File: src/rtl/ram_snapshot_fetch.sv
// Double-buffered RAM snapshot fetcher feeding the vga register display.
// A back bank is filled word by word from the RAM read port; the front bank
// the vga reads only changes on a frame_start swap, so frames never tear.
module ram_snapshot_fetch #(
    parameter int RAM_WIDTH          = 16,
    parameter int RAM_REGISTER_COUNT = 16,
    parameter int ADDR_WIDTH         = 4
) (
    input  logic                  CLK_50,
    input  logic                  RST,
    input  logic                  frame_start,
    input  logic                  cpu_busy,
    output logic                  re,
    output logic [ADDR_WIDTH-1:0] addr,
    input  logic [RAM_WIDTH-1:0]  rdata,
    input  logic [ADDR_WIDTH-1:0] disp_index,
    output logic [RAM_WIDTH-1:0]  disp_data,
    output logic                  snapshot_valid,
    output logic                  fetch_active,
    output logic [7:0]            overrun_count
);
    typedef enum logic [1:0] {IDLE, READ, WAIT, DONE} state_t;

    localparam logic [ADDR_WIDTH-1:0] LAST_IDX = ADDR_WIDTH'(RAM_REGISTER_COUNT - 1);

    state_t                state, state_nxt;
    logic [ADDR_WIDTH-1:0] idx;
    logic                  bank_sel;
    logic [RAM_WIDTH-1:0]  bank [2][RAM_REGISTER_COUNT];

    // State register; reset aborts any fetch in progress.
    always_ff @(posedge CLK_50 or posedge RST) begin
        if (RST) state <= IDLE;
        else     state <= state_nxt;
    end

    // Next-state decode: READ waits out cpu_busy, WAIT walks idx to the last word.
    always_comb begin
        state_nxt = state;
        case (state)
            IDLE:    if (frame_start) state_nxt = READ;
            READ:    if (!cpu_busy) state_nxt = WAIT;
            WAIT:    state_nxt = (idx == LAST_IDX) ? DONE : READ;
            DONE:    if (frame_start) state_nxt = READ;
            default: state_nxt = IDLE;
        endcase
    end

    // Read port, word index, bank swap and overrun bookkeeping.
    always_ff @(posedge CLK_50 or posedge RST) begin
        if (RST) begin
            re             <= 1'b0;
            addr           <= '0;
            idx            <= '0;
            bank_sel       <= 1'b0;
            snapshot_valid <= 1'b0;
            overrun_count  <= '0;
        end else begin
            case (state)
                IDLE: if (frame_start) idx <= '0;
                READ: begin
                    re <= !cpu_busy;
                    if (!cpu_busy) addr <= idx;
                end
                WAIT: begin
                    re <= 1'b0;
                    if (idx != LAST_IDX) idx <= idx + 1'b1;
                end
                DONE: if (frame_start) begin
                    // Swap and start the next fetch in the same cycle.
                    bank_sel       <= ~bank_sel;
                    snapshot_valid <= 1'b1;
                    idx            <= '0;
                end
                default: ;
            endcase
            // A frame boundary during a fetch means the previous snapshot is shown twice.
            if (frame_start && (state == READ || state == WAIT) && overrun_count != 8'hFF)
                overrun_count <= overrun_count + 8'd1;
        end
    end

    // Capture the returning word into the back bank; the front bank is read-only here.
    always_ff @(posedge CLK_50 or posedge RST) begin
        if (RST) begin
            for (int b = 0; b < 2; b++)
                for (int i = 0; i < RAM_REGISTER_COUNT; i++)
                    bank[b][i] <= '0;
        end else if (state == WAIT) begin
            bank[~bank_sel][idx] <= rdata;
        end
    end

    // Front-bank lookup for the display; blank until a full snapshot exists.
    always_comb begin
        disp_data = '0;
        if (snapshot_valid && (32'(disp_index) < RAM_REGISTER_COUNT))
            disp_data = bank[bank_sel][disp_index];
    end

    assign fetch_active = (state == READ) || (state == WAIT);

endmodule
File: config.mk
export PLATFORM = sky130hd
export DESIGN_NAME = ram_snapshot_fetch
export DESIGN_NICKNAME = d
export VERILOG_FILES = /design/src/rtl/ram_snapshot_fetch.sv
export SDC_FILE = /design/constraint.sdc
export NUM_CORES = 1
export LEC_CHECK = 0
export ABC_AREA = 1
export CORE_ASPECT_RATIO = 1.4
export CORE_MARGIN = 10
export CORE_UTILIZATION = 40
export CTS_CLUSTER_SIZE = 40
export DETAILED_ROUTE_END_ITERATION = 10
export PLACE_DENSITY = 0.56
export REMOVE_ABC_BUFFERS = 1
export SETUP_SLACK_MARGIN = 0.2
export SKIP_LAST_GASP = 1
export SLEW_MARGIN = 0
export SYNTH_ARGS = -nofsm -noshare
export SYNTH_HDL_FRONTEND = slang
export SYNTH_SLANG_ARGS = --single-unit
File: constraint.sdc
create_clock -name CLK_50 -period 15.2 [get_ports CLK_50]
set_input_delay 1.52 -clock CLK_50 [delete_from_list [all_inputs] [get_ports CLK_50]]
set_output_delay 1.52 -clock CLK_50 [all_outputs]
set_load 0.005 [all_outputs]
Word level (Yosys, flattened, before mapping)
Cells that the tools add are included.
{ "word_totals": {"n_memories": 0, "ramBits": 0, "romBits": 0, "register_bits": 533, "latch_bits": 0} }
{ "classes": {"n_reduce_logical": 14, "div_mod_pow": 0, "n_eq_ne": 9, "shifts": 0, "mul": 0, "n_bitwise": 6, "muxes": 20, "addsub": 2, "n_lt_le_gt_ge": 6} }
{ "op_table": {"columns": ["operator", "n"], "rows": [
  ["two-way mux 256 bit", 4],
  ["bitwise mux 512 bit", 1],
  ["demux 256 bit (select 1 bit)", 1],
  ["binary-select mux 16 bit (select 4 bit)", 1],
  ["demux 16 bit (select 4 bit)", 1],
  ["two-way mux 16 bit", 4],
  ["greater-or-equal comparator 5 bit, second input constant", 2],
  ["NOT 4 -> 5 bit", 2],
  ["adder 8 x 1 -> 8 bit, second input constant", 1],
  ["two-way mux 4 bit", 2],
  ["!= test 8 bit, second input constant", 1],
  ["case mux 4 bit (2 select lines)", 1],
  ["two-way mux 2 bit", 3],
  ["case mux 2 bit (3 select lines)", 1],
  ["AND reduction 2 bit", 3],
  ["< comparator 5 x 1 -> 1 bit, second input constant", 1],
  ["adder 4 x 1 -> 4 bit, second input constant", 1],
  ["== test 2 bit, second input constant", 2],
  ["== test 4 bit, second input constant", 1],
  ["greater-or-equal comparator 2 bit, second input constant", 2],
  ["logical AND 1 bit", 4],
  ["!= test 2 bit, second input constant", 2],
  ["!= test 4 bit, second input constant", 1],
  ["NOT 1 -> 2 bit", 2],
  ["11 further kinds", 13]
]} }

Longest topological paths before layout
Gate-level depths: netlist (run 1).
{ "logic_depth": {"word_depth": 8, "ltp_mapped": 12, "depth_no_buf": 10} }

Least setup slack after synthesis (run 1)
Ideal clock, no wire load.
{ "synth_timing": {"path_type": "input to output", "startpoint": "in disp_index[0]", "endpoint": "out disp_data[3]", "path_slack_ns": 11.126, "required_ns": 13.680, "path_stages": 10, "t_arrival_ns": 2.554, "n_path_buf": 3, "path_cell_list": "buf_2 -> inv_2 -> buf_2 -> buf_4 -> o21ai_0 -> o21ai_0 -> nor2_1 -> nor2_1 -> nor2_1 -> nor2_1"} }
{ "synth_via": {"elab_chain_cells": 5} }
{ "synth_lines": {"columns": ["element", "line_no", "rtl"], "rows": [
  ["from (decl)", "16", "input logic [ADDR_WIDTH-1:0] disp_index,"],
  ["NOT 4 -> 5 bit (not written as such)", "98", "disp_data = bank[bank_sel][disp_index];"],
  ["binary-select mux 16 bit (select 4 bit)", "98", null],
  ["two-way mux 16 bit (not written as such) (2 in series)", "98", null],
  ["two-way mux 16 bit", "97", "if (snapshot_valid && (32'(disp_index) < RAM_REGISTER_COUNT))"],
  ["to (decl)", "17", "output logic [RAM_WIDTH-1:0] disp_data,"]
]} }
Every way passes these cells. The select of a mux whose other input is x is not followed.

Worst setup path after layout (run 1)
{ "layout_timing": {"startpoint": "in disp_index[0]", "endpoint": "out disp_data[15]"} }
Same word-level chain as after synthesis.

==> flow_metrics.py, run 1 <==
metrics = {
    "run_status": {
        "status": "finished, final reports clean",
    },
    "synth": {
        "ys_async_sr_fraction": 1.000,
        "synthMuxAreaShare": 0.0009157,
        "synth_edf_count": 0,
        "synthSimpleGateAreaFrac": 0.2783,
        "synth_xor_xnor_area_share": 0.002493,
        "synthFlopType": "dfrtp_1",
        "synth_cell_type_count": 24,
        "synth_area_per_cell_um2": 7.939,
        "netlist_area_um2": 24600,
        "synth-compound-area-share": 0.1167,
        "ys_seq_elements": 533,
        "synthAdderAreaFrac": 0.004070,
        "ys_warn_count": 0,
        "synthTopCellsByArea": "dfrtp_1, nand2_1, nand3_1, nor2_1, a21oi_1",
        "synth_top_area_share": 0.5423,
        "syn_inst": 3098,
        "synth_top_family_by_area": "simple AND/OR/NAND/NOR gates",
        "yosysSeqAreaShare": 0.5423,
        "synth_top_cell_by_area": "dfrtp_1",
    },
    "place": {
        "dp_hpwl_mm": 44.04,
        "gp_congestion": 0.8198,
        "io_buffers": 54,
        "dp_worst_setup_slack_ns": 8.527,
        "dpl-instance-area_um2": 25370,
    },
    "sta": {
        "timing.final.max_slew_violations": 0,
        "finalCriticalPeriod_ns": 6.780,
        "finClkSkew_ns": 0.03641,
        "setup_viol": 0,
        "worst_pin_slew_ns": 1.248,
        "setup_slack_ns": 8.420,
        "rsz0062_at_grt": "no",
        "fmax_mhz": 147.5,
        "timing.final.crit_share": 0.4460,
        "finalHoldViolCount": 0,
        "slew_headroom": 0.1655,
    },
    "cts": {
        "post_cts_buffers": 0,
        "clkLatencyLatePin_ns": 0.63,
        "cts_tree": "built",
        "clockBufferDepth": 3,
        "clk_pin_slew_worst_paths_ns": 0.06,
        "h-tree-depth": 2,
        "cts_buffers": 54,
        "cts-root-buf": "clkbuf_16",
        "cts_sinks": 533,
        "ctsResizeCount": 0,
        "cts_hold_repair.buffers": 0,
    },
    "cells_and_area": {
        "area_delta_synth_final_pct": 10.73,
        "stdcell_area_um2": 27240,
        "num_antenna_cells": 0,
        "num-nets-final": 3034,
        "drive_above_1_share": 0.05645,
    },
    "detailed_routing": {
        "drt-vias-per-instance": 5.326,
        "drt-initial-drc-count": 1788,
        "drt_pre_antenna_iters": 6,
        "ant_nets": 0,
        "wl_per_cell_um": 19.70,
        "drc_errors": 0,
        "drt-total-wl_mm": 76.12,
        "vias": 20580,
    },
    "power_and_ir_drop": {
        "vdd_drop_max_v": 0.0001089,
        "power_density_nw_per_um2": 185.2,
        "p_leak_uw": 0.01236,
    },
    "critical_path": {
        "crit_family": "buffers and inverters",
        "reg2reg_from": "bank_sel",
        "required_ns": 13.68,
        "r2r_cells": 8,
        "crit_path_end_kind": "output pin",
        "timing.rr.end": "bank[163]",
        "path_max_fanout": 64,
        "critPathKind": "in2out",
        "max_stage_delay_ns": 0.83,
        "crit_top_cell": "nor2_1",
        "path_buf_inv": 5,
        "cpMaxStageDelayCell": "buf_4",
        "start_kind": "input pin",
        "path_cells": "buf_4 -> inv_4 -> buf_4 -> buf_4 -> o21ai_0 -> o21ai_0 -> nor2_1 -> nor2_1 -> nor2_1 -> nor2_1 -> clkdlybuf4s50_1",
        "worstPathArrival_ns": 5.26,
        "r2r_slack_ns": 11.12,
    },
    "min_path": {
        "hp-start": "bank[214]",
        "hold_path_end": "bank[214]",
        "hold_class": "reg2reg",
        "whs_path_depth": 2,
    },
    "grt": {
        "grt_pass1_wl_mm": 120.9,
        "antenna_found_initial": 1,
        "grt_max_degree": 124,
        "grt_usage": 0.2119,
        "first_global_vias": 20330,
        "overflow": 0,
    },
    "floorplan": {
        "start_util": 0.4038,
        "rows": 107,
        "die_h_um": 313.4,
        "chipWidth_um": 229.6,
        "num_io_pins": 55,
        "die_area_um2": 71950,
        "core-area_um2": 60910,
    },
    "run": {
        "max_cap_violations": 0,
    },
}
[report_power, final]
| group | internal (µW) | total, µW | switching, µW | leakage, µW |
|---|---|---|---|---|
| registers | 1840 | 2090 | 251 | 0.00514 |
| clock network | 822 | 1390 | 570 | 0.000926 |
| logic | 557 | 1560 | 1010 | 0.00629 |
[kinds of logic (layout without fill, tap and decap cells)]
| logic type | count (synthesis) | in the layout |
|---|---|---|
| buf+inv | 298 | 247 |
| compound gates | 573 | 573 |
| simple gates | 1677 | 1677 |
| mux | 2 | 2 |
| flops | 533 | 533 |
| fa+ha+maj | 8 | 8 |
| xor+xnor | 7 | 7 |
[stage by stage]
| step | setup TNS [ns] | hold WS, ns | utilization | total power, µW | cells |
|---|---|---|---|---|---|
| 6_report | 0 | 0.4814 | 0.4471 | 5044 | 3864 |
| 3_5_place_dp | 0 | 0.4681 | 0.4165 | 3676 | 3763 |
| 2_1_floorplan | -647.73 | 0.4478 | - | 3274 | 2843 |
| 5_1_grt | 0 | 0.5037 | 0.4471 | 5429 | 3864 |
| 3_3_place_gp | 0 | 0.4631 | 0.4165 | 3635 | 3763 |
| 4_1_cts | 0 | 0.4836 | 0.4471 | 5082 | 3864 |
[cells in the mapped netlist (2+ instances only)]
cell	count
ha_1	8
nor2_1	429
xnor2_1	2
mux2_2	2
nand2_1	871
nor2_4	10
nand3_1	354
nand4_1	2
inv_1	36
a21oi_1	306
buf_4	33
xor2_1	5
inv_2	7
nor2_2	9
dfrtp_1	533
o21ai_0	241
buf_2	87
o21ai_1	25
clkbuf_1	123
buf_1	11
[worst max path at each step]
stage	start	to	depth (start not counted)
after floorplan	RST	addr[0]	1
after global placement	disp_index[0]	disp_data[15]	11
after detailed placement	disp_index[0]	disp_data[15]	11
after CTS	disp_index[0]	disp_data[15]	11
after global routing	disp_index[0]	disp_data[15]	11
final	disp_index[0]	disp_data[15]	11
[routing by layer]
metal  wire length, µm  track usage  up-vias  part of all wire
li1                  -            -     9842                 -
met2             36700       0.3609      636              0.48
met4              2431      0.07161        0             0.032
met5                 0            0        -                 0
met1             32750       0.2745     9977              0.43
met3              4240      0.02623      123             0.056
[tightest hold or removal path, delay by kind of cell, from the launching register on]
kind             cells  cell delay [ns]
AO/OA/AOI/OAI        1             0.06
flip-flops           1             0.34
AND/OR/NAND/NOR      1             0.05
[state kept, by name, summed over array words and instances, names as in the netlist]
register / count
addr: 4
bank: 512
bank_sel: 1
idx: 4
overrun_count: 8
re: 1
snapshot_valid: 1
state: 2
[area by class of cell]
class                           instances  area [µm²]
Timing Repair Buffer                  103       900.9
Clock buffer                           89        1727
Inverter                               43       178.9
Sequential cell                       533       13340
Multi-Input combinational cell       2267        9927
Fill cell                            6035       33680
Tap cell                              817        1022
Clock inverter                         12       138.9
[cells in the final DEF, fill, tap and decap left out, drive strengths merged]
master,synthesis,routed
xnor2,2,2
inv,43,42
clkinv,0,10
clkdlybuf4s50,0,52
nand2,872,872
a21oi,306,306
nor3,1,1
o21ai,266,266
nor2,448,448
mux2,2,2
clkbuf,123,89
nand3,354,354
dfrtp,533,533
xor2,5,5
buf,132,51
ha,8,8
a22o,1,1
nand4,2,2
bufinv,0,3
(Power assumes the default switching activity.)
==> run 2, diff against run 1 <==
clock period = 6.1 ns   (was 15.2 ns; I/O delays follow)
==> run 2 against run 1 <==
Net effect:
- register-to-register slack got worse by 8.7 ns
- die area unchanged
- non-clock buffer count is 1 higher
- sequential power rose by 150%
- global-route usage fell by 0.51 points
- largest cell class unchanged
- first-iteration DRC count grew 7.1%
==> flow_metrics.py, run 2 (same netlist as run 1, synthesis figures left out) <==
metrics = {
    "run_status": {
        "status": "finished, final reports clean",
    },
    "cells_and_area": {
        "num-nets-final": 3036,
        "regMostFlops": "bank",
        "drive_above_1_share": 0.05774,
        "final_common_cell": "nand2_1",
        "layout_common_cells": "nand2_1, dfrtp_1, nor2_1",
        "area_delta_synth_final_pct": 10.71,
        "largest_reg_flops": 512,
        "num_antenna_cells": 0,
        "biggestRegsByFlops": "bank: 512 flops, overrun_count: 8 flops",
    },
    "run": {
        "max_cap_violations": 0,
    },
    "critical_path": {
        "r2r_slack_ns": 2.41,
        "reg2reg_from": "bank_sel",
        "r2r_cells": 5,
        "crit_path_end_kind": "output pin",
        "timing.rr.end": "bank[289]",
        "start_kind": "flop",
        "path_max_fanout": 170,
        "critPathKind": "reg2out",
        "worstPathArrival_ns": 4.17,
        "required_ns": 5.49,
    },
    "detailed_routing": {
        "drt-initial-drc-count": 1915,
        "drt-total-wl_mm": 74.50,
        "drt-vias-per-instance": 5.282,
        "wl_per_cell_um": 19.27,
        "drt_pre_antenna_iters": 5,
        "drc_errors": 0,
        "ant_nets": 0,
        "vias": 20420,
    },
    "floorplan": {
        "num_io_pins": 55,
        "rows": 107,
        "die_h_um": 313.4,
        "start_util": 0.4038,
        "core-area_um2": 60910,
        "die_area_um2": 71950,
        "chipWidth_um": 229.6,
    },
    "cts": {
        "cts_hold_repair.buffers": 0,
        "post_cts_buffers": 0,
        "cts_tree": "built",
        "cts-root-buf": "clkbuf_16",
        "cts_buffers": 55,
        "h-tree-depth": 2,
        "ctsResizeCount": 0,
        "cts_sinks": 533,
        "clockBufferDepth": 3,
        "clk_pin_slew_worst_paths_ns": 0.06,
        "clkLatencyLatePin_ns": 0.60,
    },
    "sta": {
        "rsz0062_at_grt": "no",
        "finalHoldViolCount": 0,
        "timing.final.crit_share": 0.7839,
        "finClkSkew_ns": 0.01572,
        "setup_viol": 0,
        "fmax_mhz": 209.1,
        "slew_headroom": 0.1512,
        "fin_hold_ws_ns": 0.4297,
        "fin_setup_tns_ns": 0,
        "finalCriticalPeriod_ns": 4.782,
        "timing.final.max_slew_violations": 0,
        "worst_pin_slew_ns": 1.272,
    },
    "power_and_ir_drop": {
        "p_leak_uw": 0.01234,
        "power_density_nw_per_um2": 456.3,
        "vdd_drop_max_v": 0.0003101,
    },
    "grt": {
        "first_global_vias": 20320,
        "grt_usage": 0.2069,
        "grt_pass1_wl_mm": 118.8,
        "antenna_found_initial": 0,
        "overflow": 0,
        "grt_max_degree": 171,
    },
    "min_path": {
        "hold_class": "in2async",
    },
    "place": {
        "dp_hpwl_mm": 44.11,
        "gp_congestion": 0.8549,
        "io_buffers": 54,
    },
}
-- run 2: cell count changes in the layout (fill, tap and decap cells not counted), sizes merged --
cell,delta
clkbuf,-15
clkinvlp,+6
clkinv,+8
inv,+1
buf,+1
-- run 2: final cells by class --
| type | count | area (µm²) |
|---|---|---|
| clock buffer | 74 | 1550 |
| clock inverter | 27 | 236.5 |
| fill | 6172 | 33680 |
| inverter | 43 | 178.9 |
| multi-input combinational | 2267 | 9917 |
| sequential | 533 | 13340 |
| tap | 817 | 1022 |
| timing repair buffer | 104 | 983.4 |
-- run 2: critical path, stage by stage, from the launching register on --
cell and delay [ns]:
dfrtp_4 0.71, inv_8 0.83, buf_4 0.55, nand2_1 0.16, nand3_1 0.10, nand3_1 0.08
nand2_1 0.11, nand2_1 0.05, nand2_1 0.07, nor2_1 0.06, nor2_1 0.22, clkdlybuf4s50_1 0.56
-- run 2: layer usage --
layer	global-route usage	up-vias	wire length (µm)
li1	-	9856	-
met1	0.2658	9975	32630
met2	0.3595	484	36790
met3	0.02614	100	3262
met4	0.05850	0	1811
met5	0	-	0
-- run 2: worst max-delay path by stage --
stage / startpoint / endpoint / depth (start not counted)
3_3_place_gp: bank_sel / disp_data[8] / 11
5_1_grt: bank_sel / disp_data[12] / 11
6_report: bank_sel / disp_data[12] / 11
3_5_place_dp: bank_sel / disp_data[12] / 11
4_1_cts: bank_sel / disp_data[12] / 11
2_1_floorplan: RST / addr[0] / 1
-- run 2: power breakdown --
group / internal (µW) / switching [µW] / total (µW)
combinational: 1390 / 2460 / 3850
sequential: 4580 / 627 / 5210
clock: 1910 / 1460 / 3370
-- run 2: metrics by stage --
stage	worst slack, ns	cell area (µm²)	cells	total power [µW]	util
finish	1.318	27230	3865	12430	0.4470
global route	1.037	27230	3865	13360	0.4470
CTS	1.308	27230	3865	12520	0.4470
detailed placement	1.965	25440	3764	9124	0.4177
global placement	1.961	25440	3764	9022	0.4177
floorplan	-9.405	23400	2843	8158	-
==> run 3, diff against run 2 <==
PLACE_DENSITY = 0.53   (was 0.56)
clock period = 4.8 ns   (was 6.1 ns; I/O delays follow)
==> run 3 against run 2 <==
Net effect:
- via count is essentially flat
- clock power grew 23%
- hold slack gained 0.050 ns
- combinational power grew 31%
- worst setup slack lost 0.73 ns
- final cell count grew 0.26%
- total power grew 27%
- die area is the same
- sequential power grew 26%
- critical path depth grew 2
- critical path type unchanged
- critical endpoint is now disp_data[9]
- largest power group unchanged
- highest routed layer unchanged
==> flow_metrics.py, run 3 (same netlist as run 1, synthesis figures left out) <==
metrics = {
    "cts": {
        "ctsResizeCount": 0,
        "cts_hold_repair.buffers": 0,
        "cts_buffers": 54,
        "post_cts_buffers": 0,
        "clk_pin_slew_worst_paths_ns": 0.06,
        "cts_sinks": 533,
        "clockBufferDepth": 3,
        "clkLatencyLatePin_ns": 0.61,
        "cts-root-buf": "clkbuf_16",
        "h-tree-depth": 2,
        "cts_tree": "built",
    },
    "grt": {
        "grt_max_degree": 131,
        "antenna_found_initial": 0,
        "grt_pass1_wl_mm": 117.9,
        "grt_usage": 0.2067,
        "overflow": 0,
        "first_global_vias": 19790,
    },
    "cells_and_area": {
        "fin_util": 0.4492,
        "stdcell_area_um2": 27360,
        "regMostFlops": "bank",
        "layout_common_cells": "nand2_1, dfrtp_1, nor2_1",
        "drive_above_1_share": 0.05886,
        "area_delta_synth_final_pct": 11.25,
        "num-nets-final": 3052,
        "nFillCells": 6136,
        "num_antenna_cells": 0,
        "biggestRegsByFlops": "bank: 512 flops, overrun_count: 8 flops",
        "largest_reg_flops": 512,
        "final_common_cell": "nand2_1",
    },
    "critical_path": {
        "required_ns": 4.32,
        "worstPathArrival_ns": 3.73,
        "crit_path_end_kind": "output pin",
        "max_stage_delay_ns": 0.66,
        "start_kind": "flop",
        "path_max_fanout": 48,
        "cpMaxStageDelayCell": "dfrtp_4",
        "r2r_cells": 5,
        "critPathKind": "reg2out",
        "crit_top_cell": "nand2_1",
        "path_cells": "inv_8 -> buf_12 -> buf_12 -> buf_4 -> nand2_1 -> nand3_1 -> nand3_1 -> nand2_1 -> nand2_1 -> nand2_1 -> nor2_1 -> nor2_1 -> clkdlybuf4s50_1",
    },
    "floorplan": {
        "start_util": 0.4038,
        "die_h_um": 313.4,
        "num_io_pins": 55,
        "chipWidth_um": 229.6,
        "rows": 107,
        "die_area_um2": 71950,
        "core-area_um2": 60910,
    },
    "sta": {
        "timing.final.crit_share": 0.8775,
        "finClkSkew_ns": 0.01947,
        "timing.final.max_slew_violations": 0,
        "worst_pin_slew_ns": 1.362,
        "finalCriticalPeriod_ns": 4.212,
        "fin_setup_tns_ns": 0,
        "slew_headroom": 0.08960,
        "fmax_mhz": 237.4,
        "finalHoldViolCount": 0,
        "rsz0062_at_grt": "no",
        "setup_viol": 0,
    },
    "power_and_ir_drop": {
        "sequentialPowerShare": 0.418,
        "p_leak_uw": 0.01242,
        "p_int_uw": 10010,
        "power_density_nw_per_um2": 575.5,
        "p_clk_frac": 0.262,
        "sw_frac_of_total": 0.3644,
        "vdd_drop_max_v": 0.0002615,
        "pwr-share-comb": 0.320,
        "switchingPower_uw": 5738,
    },
    "run": {
        "max_cap_violations": 0,
    },
    "detailed_routing": {
        "drc_errors": 0,
        "drt_pre_antenna_iters": 5,
        "drt-vias-per-instance": 5.266,
        "vias": 20400,
        "drt-initial-drc-count": 1664,
        "ant_nets": 0,
        "drt-total-wl_mm": 74.99,
        "wl_per_cell_um": 19.35,
    },
    "place": {
        "gp_congestion": 0.8436,
        "dp_hpwl_mm": 44.05,
        "dpl-instance-area_um2": 25660,
        "io_buffers": 54,
    },
    "run_status": {
        "status": "finished, final reports clean",
    },
    "min_path": {
        "hold_class": "reg2reg",
        "whs_path_depth": 2,
    },
}
==> run 3: cell count changes in the layout (fill, tap and decap cells not counted), moves of 3 or more <==
cell,change
buf_4,+10
buf_12,+7
clkinv_2,-7
clkbuf_1,+6
clkbuf_8,+6
clkinvlp_4,-6
bufinv_16,-3
==> run 3: final cells by class <==
| cell class | count | area, µm² | share of cell area |
|---|---|---|---|
| Sequential cell | 533 | 13340 | 0.4876 |
| Multi-Input combinational cell | 2267 | 9922 | 0.3626 |
| Clock buffer | 86 | 1655 | 0.06049 |
| Timing Repair Buffer | 121 | 1199 | 0.04380 |
| Tap cell | 817 | 1022 | 0.03736 |
| Inverter | 43 | 180.2 | 0.006584 |
| Clock inverter | 8 | 43.79 | 0.001600 |
==> run 3: routing by layer <==
layer	share of wire	up-vias	wire length, µm	global-route usage
met2	0.48	478	36190	0.3477
met5	0	-	0	0
met1	0.44	9925	33270	0.2744
met3	0.047	99	3560	0.02515
met4	0.026	0	1971	0.06302
li1	-	9902	-	-
==> run 3: power by group through the flow <==
stage / Sequential, µW / Clock, µW / Combinational (µW)
finish: 6590 / 4130 / 5030
detailed placement: 6650 / 0 / 5040
global route: 6760 / 4400 / 5780
floorplan: 6650 / 0 / 3720
global placement: 6610 / 0 / 4950
CTS: 6590 / 4230 / 5060
==> run 3: path summary, 6_finish.rpt <==
kind	start	slack (ns)	endpoint
setup reg to reg	bank_sel	1.92	bank[11]
setup / recovery	bank_sel	0.59	disp_data[9]
max in group asynchronous	RST	3.15	bank[466]
min in group asynchronous	RST	0.51	bank[103]
hold / removal	bank[223]	0.48	bank[223]
hold reg to reg	bank[223]	0.48	bank[223]
==> run 3: worst max-delay path, delay by kind of cell (launching register included) <==
family | cells | cell delay (ns)
DFF | 1 | 0.66
buffers and inverters | 5 | 1.65
and+or+nand+nor | 8 | 0.70
==> run 3: stage by stage <==
stage	hold slack [ns]	total power [µW]	instances	setup WS (ns)
global route	0.5010	16950	3875	0.3996
detailed placement	0.4677	11690	3781	1.238
global placement	0.4618	11560	3781	1.235
floorplan	0.4478	10370	2843	-10.58
CTS	0.4829	15870	3875	0.5673
finish	0.4795	15750	3875	0.5879
